File: src/rtl/branch_exec_ctrl.sv
`default_nettype none
// ============================================================================
// branch_exec_ctrl : conditional-branch sequencer over a shared RF read port
// Revision         : 1.0
// ============================================================================
module branch_exec_ctrl #(
  parameter int               XLEN       = 32,
  parameter logic [XLEN-1:0]  RST_PC_OUT = '0
) (
  input  logic            clk,
  input  logic            reset,
  input  logic            in_valid,
  output logic            in_ready,
  input  logic [31:0]     instruction_word,
  input  logic [XLEN-1:0] pc,
  input  logic            flush,
  output logic            rf_req,
  output logic [4:0]      rf_addr,
  input  logic            rf_gnt,
  input  logic [XLEN-1:0] rf_rdata,
  output logic            out_valid,
  input  logic            out_ready,
  output logic            taken,
  output logic [XLEN-1:0] target_pc,
  output logic [XLEN-1:0] next_pc,
  output logic            illegal,
  output logic            misaligned
);

  typedef enum logic [2:0] {
    S_IDLE = 3'd0,
    S_REQ1 = 3'd1,
    S_REQ2 = 3'd2,
    S_EVAL = 3'd3,
    S_RESP = 3'd4
  } state_t;

  localparam logic [6:0]      C_OPC_BRANCH = 7'b1100011;
  localparam logic [XLEN-1:0] C_PC_INC     = XLEN'(4);

  state_t          state_q, state_d;
  logic [XLEN-1:0] pc_q, pc_d;
  logic [XLEN-1:0] imm_q, imm_d;
  logic [2:0]      funct3_q, funct3_d;
  logic [4:0]      rs1_q, rs1_d;
  logic [4:0]      rs2_q, rs2_d;
  logic            ill_q, ill_d;
  logic [XLEN-1:0] op1_q, op1_d;
  logic [XLEN-1:0] op2_q, op2_d;
  logic            pend1_q, pend1_d;
  logic            pend2_q, pend2_d;
  logic            rf_req_q, rf_req_d;
  logic [4:0]      rf_addr_q, rf_addr_d;
  logic            out_valid_q, out_valid_d;
  logic            taken_q, taken_d;
  logic [XLEN-1:0] target_q, target_d;
  logic [XLEN-1:0] next_q, next_d;
  logic            illegal_q, illegal_d;
  logic            mis_q, mis_d;

  // Instruction field decode
  logic [6:0]      w_opcode;
  logic [2:0]      w_funct3;
  logic [4:0]      w_rs1;
  logic [4:0]      w_rs2;
  logic [XLEN-1:0] w_imm;
  logic            w_dec_ill;

  assign w_opcode  = instruction_word[6:0];
  assign w_funct3  = instruction_word[14:12];
  assign w_rs1     = instruction_word[19:15];
  assign w_rs2     = instruction_word[24:20];
  assign w_imm     = {{(XLEN-13){instruction_word[31]}}, instruction_word[31],
                      instruction_word[7], instruction_word[30:25],
                      instruction_word[11:8], 1'b0};
  assign w_dec_ill = (w_opcode != C_OPC_BRANCH) || (w_funct3 == 3'b010) ||
                     (w_funct3 == 3'b011);

  // Operands seen by EVAL: read data arriving this cycle bypasses the register
  logic [XLEN-1:0] w_a, w_b, w_target;
  logic            w_eq, w_lt, w_ltu, w_cond, w_gnt;

  assign w_a      = pend1_q ? rf_rdata : op1_q;
  assign w_b      = pend2_q ? rf_rdata : op2_q;
  assign w_eq     = (w_a == w_b);
  assign w_lt     = ($signed(w_a) < $signed(w_b));
  assign w_ltu    = (w_a < w_b);
  assign w_target = pc_q + imm_q;
  assign w_gnt    = rf_req_q && rf_gnt;

  always_comb begin
    case (funct3_q)
      3'b000:  w_cond = w_eq;
      3'b001:  w_cond = !w_eq;
      3'b100:  w_cond = w_lt;
      3'b101:  w_cond = !w_lt;
      3'b110:  w_cond = w_ltu;
      3'b111:  w_cond = !w_ltu;
      default: w_cond = 1'b0;
    endcase
  end

  always_comb begin
    state_d     = state_q;
    pc_d        = pc_q;
    imm_d       = imm_q;
    funct3_d    = funct3_q;
    rs1_d       = rs1_q;
    rs2_d       = rs2_q;
    ill_d       = ill_q;
    op1_d       = op1_q;
    op2_d       = op2_q;
    pend1_d     = pend1_q;
    pend2_d     = pend2_q;
    taken_d     = taken_q;
    target_d    = target_q;
    next_d      = next_q;
    illegal_d   = illegal_q;
    mis_d       = mis_q;

    if (pend1_q) begin
      op1_d   = rf_rdata;
      pend1_d = 1'b0;
    end
    if (pend2_q) begin
      op2_d   = rf_rdata;
      pend2_d = 1'b0;
    end

    case (state_q)
      S_IDLE: begin
        if (in_valid) begin
          pc_d     = pc;
          imm_d    = w_imm;
          funct3_d = w_funct3;
          rs1_d    = w_rs1;
          rs2_d    = w_rs2;
          ill_d    = w_dec_ill;
          op1_d    = '0;
          op2_d    = '0;
          // x0 is never fetched; illegal words skip the RF entirely
          if (w_dec_ill)          state_d = S_EVAL;
          else if (w_rs1 != 5'd0) state_d = S_REQ1;
          else if (w_rs2 != 5'd0) state_d = S_REQ2;
          else                    state_d = S_EVAL;
        end
      end
      S_REQ1: begin
        if (w_gnt) begin
          pend1_d = 1'b1;
          state_d = (rs2_q != 5'd0) ? S_REQ2 : S_EVAL;
        end
      end
      S_REQ2: begin
        if (w_gnt) begin
          pend2_d = 1'b1;
          state_d = S_EVAL;
        end
      end
      S_EVAL: begin
        taken_d   = !ill_q && w_cond;
        target_d  = w_target;
        next_d    = (!ill_q && w_cond) ? w_target : pc_q + C_PC_INC;
        illegal_d = ill_q;
        mis_d     = !ill_q && w_cond && w_target[1];
        state_d   = S_RESP;
      end
      S_RESP: begin
        if (out_ready) state_d = S_IDLE;
      end
      default: state_d = S_IDLE;
    endcase

    if (flush && (state_q != S_IDLE)) begin
      state_d = S_IDLE;
      pend1_d = 1'b0;
      pend2_d = 1'b0;
    end

    // PC outputs park at the reset value whenever the block returns to idle
    if ((state_d == S_IDLE) && (state_q != S_IDLE)) begin
      target_d = RST_PC_OUT;
      next_d   = RST_PC_OUT;
    end

    rf_req_d    = (state_d == S_REQ1) || (state_d == S_REQ2);
    out_valid_d = (state_d == S_RESP);
    if (state_d == S_REQ1)      rf_addr_d = rs1_d;
    else if (state_d == S_REQ2) rf_addr_d = rs2_d;
    else                        rf_addr_d = rf_addr_q;
  end

  always_ff @(posedge clk or posedge reset) begin
    if (reset) begin
      state_q     <= S_IDLE;
      pc_q        <= '0;
      imm_q       <= '0;
      funct3_q    <= '0;
      rs1_q       <= '0;
      rs2_q       <= '0;
      ill_q       <= 1'b0;
      op1_q       <= '0;
      op2_q       <= '0;
      pend1_q     <= 1'b0;
      pend2_q     <= 1'b0;
      rf_req_q    <= 1'b0;
      rf_addr_q   <= '0;
      out_valid_q <= 1'b0;
      taken_q     <= 1'b0;
      target_q    <= RST_PC_OUT;
      next_q      <= RST_PC_OUT;
      illegal_q   <= 1'b0;
      mis_q       <= 1'b0;
    end else begin
      state_q     <= state_d;
      pc_q        <= pc_d;
      imm_q       <= imm_d;
      funct3_q    <= funct3_d;
      rs1_q       <= rs1_d;
      rs2_q       <= rs2_d;
      ill_q       <= ill_d;
      op1_q       <= op1_d;
      op2_q       <= op2_d;
      pend1_q     <= pend1_d;
      pend2_q     <= pend2_d;
      rf_req_q    <= rf_req_d;
      rf_addr_q   <= rf_addr_d;
      out_valid_q <= out_valid_d;
      taken_q     <= taken_d;
      target_q    <= target_d;
      next_q      <= next_d;
      illegal_q   <= illegal_d;
      mis_q       <= mis_d;
    end
  end

  assign in_ready   = (state_q == S_IDLE);
  assign rf_req     = rf_req_q;
  assign rf_addr    = rf_addr_q;
  assign out_valid  = out_valid_q;
  assign taken      = taken_q;
  assign target_pc  = target_q;
  assign next_pc    = next_q;
  assign illegal    = illegal_q;
  assign misaligned = mis_q;

endmodule
`default_nettype wire

File: config.mk
export PLATFORM = sky130hd
export DESIGN_NAME = branch_exec_ctrl
export DESIGN_NICKNAME = d
export VERILOG_FILES = /design/src/rtl/branch_exec_ctrl.sv
export SDC_FILE = /design/constraint.sdc
export NUM_CORES = 1
export LEC_CHECK = 0
export BUFFER_PORTS_ARGS = -buffer_cell sky130_fd_sc_hd__buf_4
export CAP_MARGIN = 20
export CORE_ASPECT_RATIO = 0.75
export CORE_MARGIN = 1.5
export CORE_UTILIZATION = 55
export CTS_BUF_LIST = sky130_fd_sc_hd__clkbuf_2 sky130_fd_sc_hd__clkbuf_4 sky130_fd_sc_hd__clkbuf_8
export CTS_CLUSTER_DIAMETER = 120
export DETAILED_ROUTE_END_ITERATION = 7
export HOLD_SLACK_MARGIN = 0.02
export PLACE_DENSITY = 0.75
export SLEW_MARGIN = 0
export SYNTH_ARGS = -nofsm -noshare
export SYNTH_HDL_FRONTEND = slang
export SYNTH_SLANG_ARGS = --single-unit
File: constraint.sdc
create_clock -name clk -period 7.6 [get_ports clk]
set_input_delay 1.14 -clock clk [delete_from_list [all_inputs] [get_ports clk]]
set_output_delay 1.14 -clock clk [all_outputs]
set_load 0.01 [all_outputs]
# Word level (Yosys, flattened, before mapping)
# Cells that the tools add are included.
# classes
n_eq_ne	16
n_reduce_logical	22
order_cmp	2
n_mux	33
n_addsub	2
# op_table
cell	n
$mux W32	11
$lt A32 B32 Y1	2
$add A32 B3 Y32 const B	1
$add A32 B32 Y32	1
$eq A32 B32 Y1	1
$mux W5	6
$eq A3 B3 Y1 const B	6
$eq A3 B2 Y1 const B	5
$mux W3	5
$pmux W3 S5	1
$reduce_bool A5 Y1	3
$eq A3 B1 Y1 const B	3
$logic_not A3 Y1	3
$mux W1	7
$ne A7 B7 Y1 const B	1
$pmux W1 S6	1
$logic_and A1 B1 Y1	5
$logic_not A1 Y1	4
$mux W2	2
$reduce_bool A2 Y1	2
$logic_or A1 B1 Y1	3
$reduce_bool A3 Y1	1
$reduce_and A2 Y1	1
# totals
in_bits	102
register_bits	201
output_inout_bits	75
wordCells	94

# Logic depth before layout (Yosys ltp)
# depth
depth_word	10
ltp_mapped	14
mapped_depth_nobuf	10

# Least setup slack after synthesis
# Ideal clock, no wire load.
# synth_timing
kind	input to register
start	in rf_rdata[27]
end	reg next_q[21] (netlist: next_pc[21])
setup_ns	0.132
n_path_buf	2
path_slack_ns	4.026
t_arrival_ns	3.441
required_time_ns	7.468
stages	12
cell_sequence	mux2_2 -> ha_1 -> nand4_1 -> or4_4 -> nor2_1 -> o21ai_1 -> o21a_1 -> o211a_1 -> buf_4 -> buf_2 -> a32oi_1 -> o31ai_1
# synth_between
elab_chain_cells	8
word_cells_on_any_way	13
classes_between	order compare: 2; eq/ne: 1; mux: 6; reduce/logical: 4
# synth_lines
element	line_no	source
from (decl)	20	input logic [XLEN-1:0] rf_rdata,
$mux W32 (on tied branches)	83, 84	
$lt A32 B32 Y1, or another cell as far along	87	assign w_ltu = (w_a < w_b);
$logic_not A1 Y1 (on tied branches)	98, 94, 96	
$pmux W1 S6 (*)	92	case (funct3_q)
$logic_and A1 B1 Y1 (*)	163	next_d = (!ill_q && w_cond) ? w_target : pc_q + C_PC_INC;
$mux W32 (*)	163	
$mux W32 (*)	130	case (state_q)
$mux W32 (*)	181	if ((state_d == S_IDLE) && (state_q != S_IDLE)) begin
to (signal assigned)	231	next_q <= next_d;
to (decl)	57	logic [XLEN-1:0] next_q, next_d;
# Every way passes the cells marked *; elsewhere a longest branch is shown, timed or not. The select of a mux whose other input is x is not followed.
# A chain may end at the register's enable or synchronous reset.

# Final worst setup path
# layout_timing
start	reg pend2_q
end	reg next_q[12] (netlist: next_pc[12])
# layout_between
elab_chain_cells	8
word_cells_on_any_way	12
classes_between	order compare: 2; eq/ne: 1; mux: 5; reduce/logical: 4
# layout_lines
element	line_no	source
from (decl)	51	logic pend2_q, pend2_d;
from (signal assigned)	225	pend2_q <= pend2_d;
$mux W32 (*)	84	assign w_b = pend2_q ? rf_rdata : op2_q;
$lt A32 B32 Y1, or another cell as far along	87	
$logic_not A1 Y1 (on tied branches)	98, 94, 96	
$pmux W1 S6 (*)	92	
$logic_and A1 B1 Y1 (*)	163	
$mux W32 (*)	163	
$mux W32 (*)	130	
$mux W32 (*)	181	
# Marks and branches as above.

==> impl_metrics.ini <==
[finish]
synthToLayoutAreaGrowth_pct = 16.8
fraction_of_layout_instances_using_a_drive_strength_above_1_pct = 27.9
fillCellCount = 1556
num-nets-final = 1353
antennaDiodeCount = 0
fin_cells = 1453

[clock_network]
sinks_on_the_clock_net = 200
clock_tree.root_cell = clkbuf_8
clock_insertion_delay_worst_skew_ps = 480
clk_pin_slew_ps = 110
h_tree_lvl_count = 4
cts_setup_buffers = 0
cts-resized-gates = 0
tritoncts = yes
cts_hold_repair.buffers = 0
clk_path_buf_depth = 2
cts_inserted_buffers = 17

[drt]
drc_errors = 10
final_antenna_net_count = 0
routed_length_per_instance_um = 17.8
routed_wirelength_mm = 25.8
vias_per_instance = 5.72
first_pass_iters = 7
route.vias.total = 8317
drtIter0Drc = 540

[setup_path]
critical-path-max-stage-delay_ps = 1060
required_ps = 7940
path_cells = mux2i_1 > ha_1 > nand4_1 > a2111oi_0 > a211oi_1 > o2111ai_1 > o211a_1 > buf_4 > mux2i_1 > o21ai_0
crit_arrival_ps = 4840
crit_path_frequent_cell = mux2i_1
worst_reg2reg_setup_slack_ps = 3090
critical_path.reg2reg.endpoint = next_pc[12]
timing_worst_setup_path_type = reg -> reg
cp_top_family = compound AO/OA/AOI/OAI gates
cpMaxStageDelayCell = dfrtp_2
rr_startpoint = pend2_q
endpoint_kind = register
cp-start-kind = register
worst-path-max-fanout = 32
r2r_cells = 10
worstPathBufferInverterCount = 1

[worst_hold_path]
hold-path-endpoint = target_pc[8]
min_path_type = reg -> reg
hold_path_startpoint = target_pc[8]
hold_depth = 2

[floorplan]
start_util_pct = 56.4
std_cell_rows = 44
fp.dieArea_um2 = 20900
core_area_um2 = 19500
die_x_um = 166
num_io_pins = 177
die_height_um = 125

[logic_synthesis]
most_common_cell_in_the_netlist = dfrtp_1
synth.ff_latch_count = 200
netlist_area_um2 = 11000
synth-async-reset-ratio_pct = 100
ys_seq_area_share_pct = 45.5
top_cells_by_area_in_the_synthesized_netlist = dfrtp_1 46%, mux2_2 9.0%, ha_1 7.2%, mux2i_1 3.9%, nand2_1 3.7%
postSynth.topFlopCell = dfrtp_1
post_synth.cell_area_avg_um2 = 10.7
post_synth_inst_count = 1029
synthesis.yosys.warnings = 0
commonest_cells_post_synth = 200 x dfrtp_1, 107 x nand2_1, 88 x mux2_2, 63 x ha_1, 63 x nor2_1
post_synthesis_cell_type_with_the_largest_combined_area = dfrtp_1
synth_top_area_share_pct = 45.5
syn_nets = 1195
synth-edff-count = 0
synth.lib_cells_used.distinct = 79

[sta]
drv_slew = 0
fin_hold_ws_ps = 481
finClkSkew_ps = 17.8
setup_viol = 0
hold_violations = 0
rsz0062_at_grt = no
post-route-min-period_ps = 4510
max_slew.worst_pin.slew_ps = 1050
max_freq_mhz = 222
finalSetupTns_ps = 0
maxSlewHeadroom_pct = 30.1
post-route-period-util_pct = 59.3

[grt]
grt_antenna_before_repair = 0
globalRouteTotalUtil_pct = 25.3
grt_pass1_wl_mm = 42.0
grt.overflow.total = 0
vias_in_the_first_global_route = 8071
grt_max_degree = 127

[placement]
gp_routability_congestion = 0.864
detailed_place_hpwl_mm = 18.7
port_buffers = 176
dp_cells = 1421

[pwr]
power.density_cell_area_nw_per_um2 = 428
power.total_w = 0.00549
worst_ir_drop_vdd_mv = 0.221
cellLeakagePower_nw = 6.18

[run]
max_cap_violations = 0

[outcome]
run_status = finished with violations
failing_checks = design-rule violations
worst max-delay path by stage:
stage / cells after the start / to / slack [ps] / start
after detailed placement: 12 / next_pc[12] / 2980 / rf_rdata[27]
after CTS: 10 / next_pc[12] / 3120 / pend2_q
after global routing: 11 / next_pc[12] / 2810 / pend2_q
after global placement: 11 / next_pc[12] / 3040 / rf_rdata[7]
final: 10 / next_pc[12] / 3090 / pend2_q
after floorplan: 1 / funct3_q[0] / 1010 / reset
worst min-delay path, cell delays in order (launching register included):
cell and delay (ps):
dfrtp_1 350, nand2_1 50, nand2_1 50
state kept, by name (all words and copies together), names as in the netlist, 3 cells and up:
signal	cells
op1_q	32
op2_q	32
pc_q	32
target_pc	32
next_pc	31
imm_q	12
rf_addr	5
rs1_q	5
rs2_q	5
funct3_q	3
state_q	3
power breakdown:
group | leakage, nW | switching (W) | internal [W]
logic | 3.36 | 0.00169 | 0.00137
clock network | 0.196 | 0.000410 | 0.000250
registers | 2.62 | 0.000341 | 0.00143
cell families after synthesis:
logic type / after synthesis / share of synthesized area (%)
adder cells (fa/ha/maj): 65 / 7.44
multiplexers: 131 / 12.9
flip-flops: 200 / 45.5
XOR/XNOR: 55 / 4.38
AND/OR/NAND/NOR: 312 / 13.8
AO/OA/AOI/OAI: 200 / 12.9
buffers and inverters: 66 / 3.05
layout by cell type (no fill, tap or decap), types with 3 or more instances in the layout:
cell type and n:
nor3_1 15, o21bai_1 5, nand2b_1 6, a221o_1 4, inv_8 5, o211ai_1 11, clkinv_4 6, a21oi_1 42
and3_1 6, nor2b_1 37, nor2_1 62, nor4_1 4, mux2_2 88, a31oi_1 7, xnor2_1 31, o21ai_1 6
mux2i_1 43, o21ai_0 38, a32oi_1 7, o31ai_1 7, o2111ai_1 3, nand2_1 107, or4_1 3, o311ai_1 3
inv_1 18, xor2_1 24, a21o_1 24, and2_1 3, o311ai_0 3, buf_4 186, clkbuf_8 17, a22o_1 7
ha_1 63, or2_2 5, nand3_1 32, o21a_1 3, nand4_1 15, dfrtp_1 199
through the flow:
| step | setup slack, ps | area [um2] | utilization (%) |
|---|---|---|---|
| finish | 3090 | 12800 | 65.9 |
| global route | 2810 | 12800 | 65.9 |
| CTS | 3120 | 12800 | 65.9 |
| detailed placement | 2980 | 12500 | 63.9 |
| global placement | 3040 | 12500 | 63.9 |
| floorplan | 1010 | 11000 | - |
layout make-up:
type                            count  area (um2)  area share [%]
Inverter                           19        78.8           0.614
Clock inverter                     13         131            1.02
Timing Repair Buffer              186        1400            10.9
Sequential cell                   200        5010            39.0
Clock buffer                       19         249            1.94
Multi-Input combinational cell    763        5660            44.1
Tap cell                          253         317            2.47
metal layers:
layer | up-vias | part of all wire (%) | routed length (um) | global-route usage, %
met3 | 20 | 6.0 | 1550 | 4.94
met4 | 0 | 0.89 | 229 | 5.19
met5 | - | 0 | 0 | 0
met1 | 4048 | 49 | 12700 | 37.7
met2 | 246 | 44 | 11300 | 38.4
li1 | 4003 | - | - | -
(Power assumes the default switching activity.)
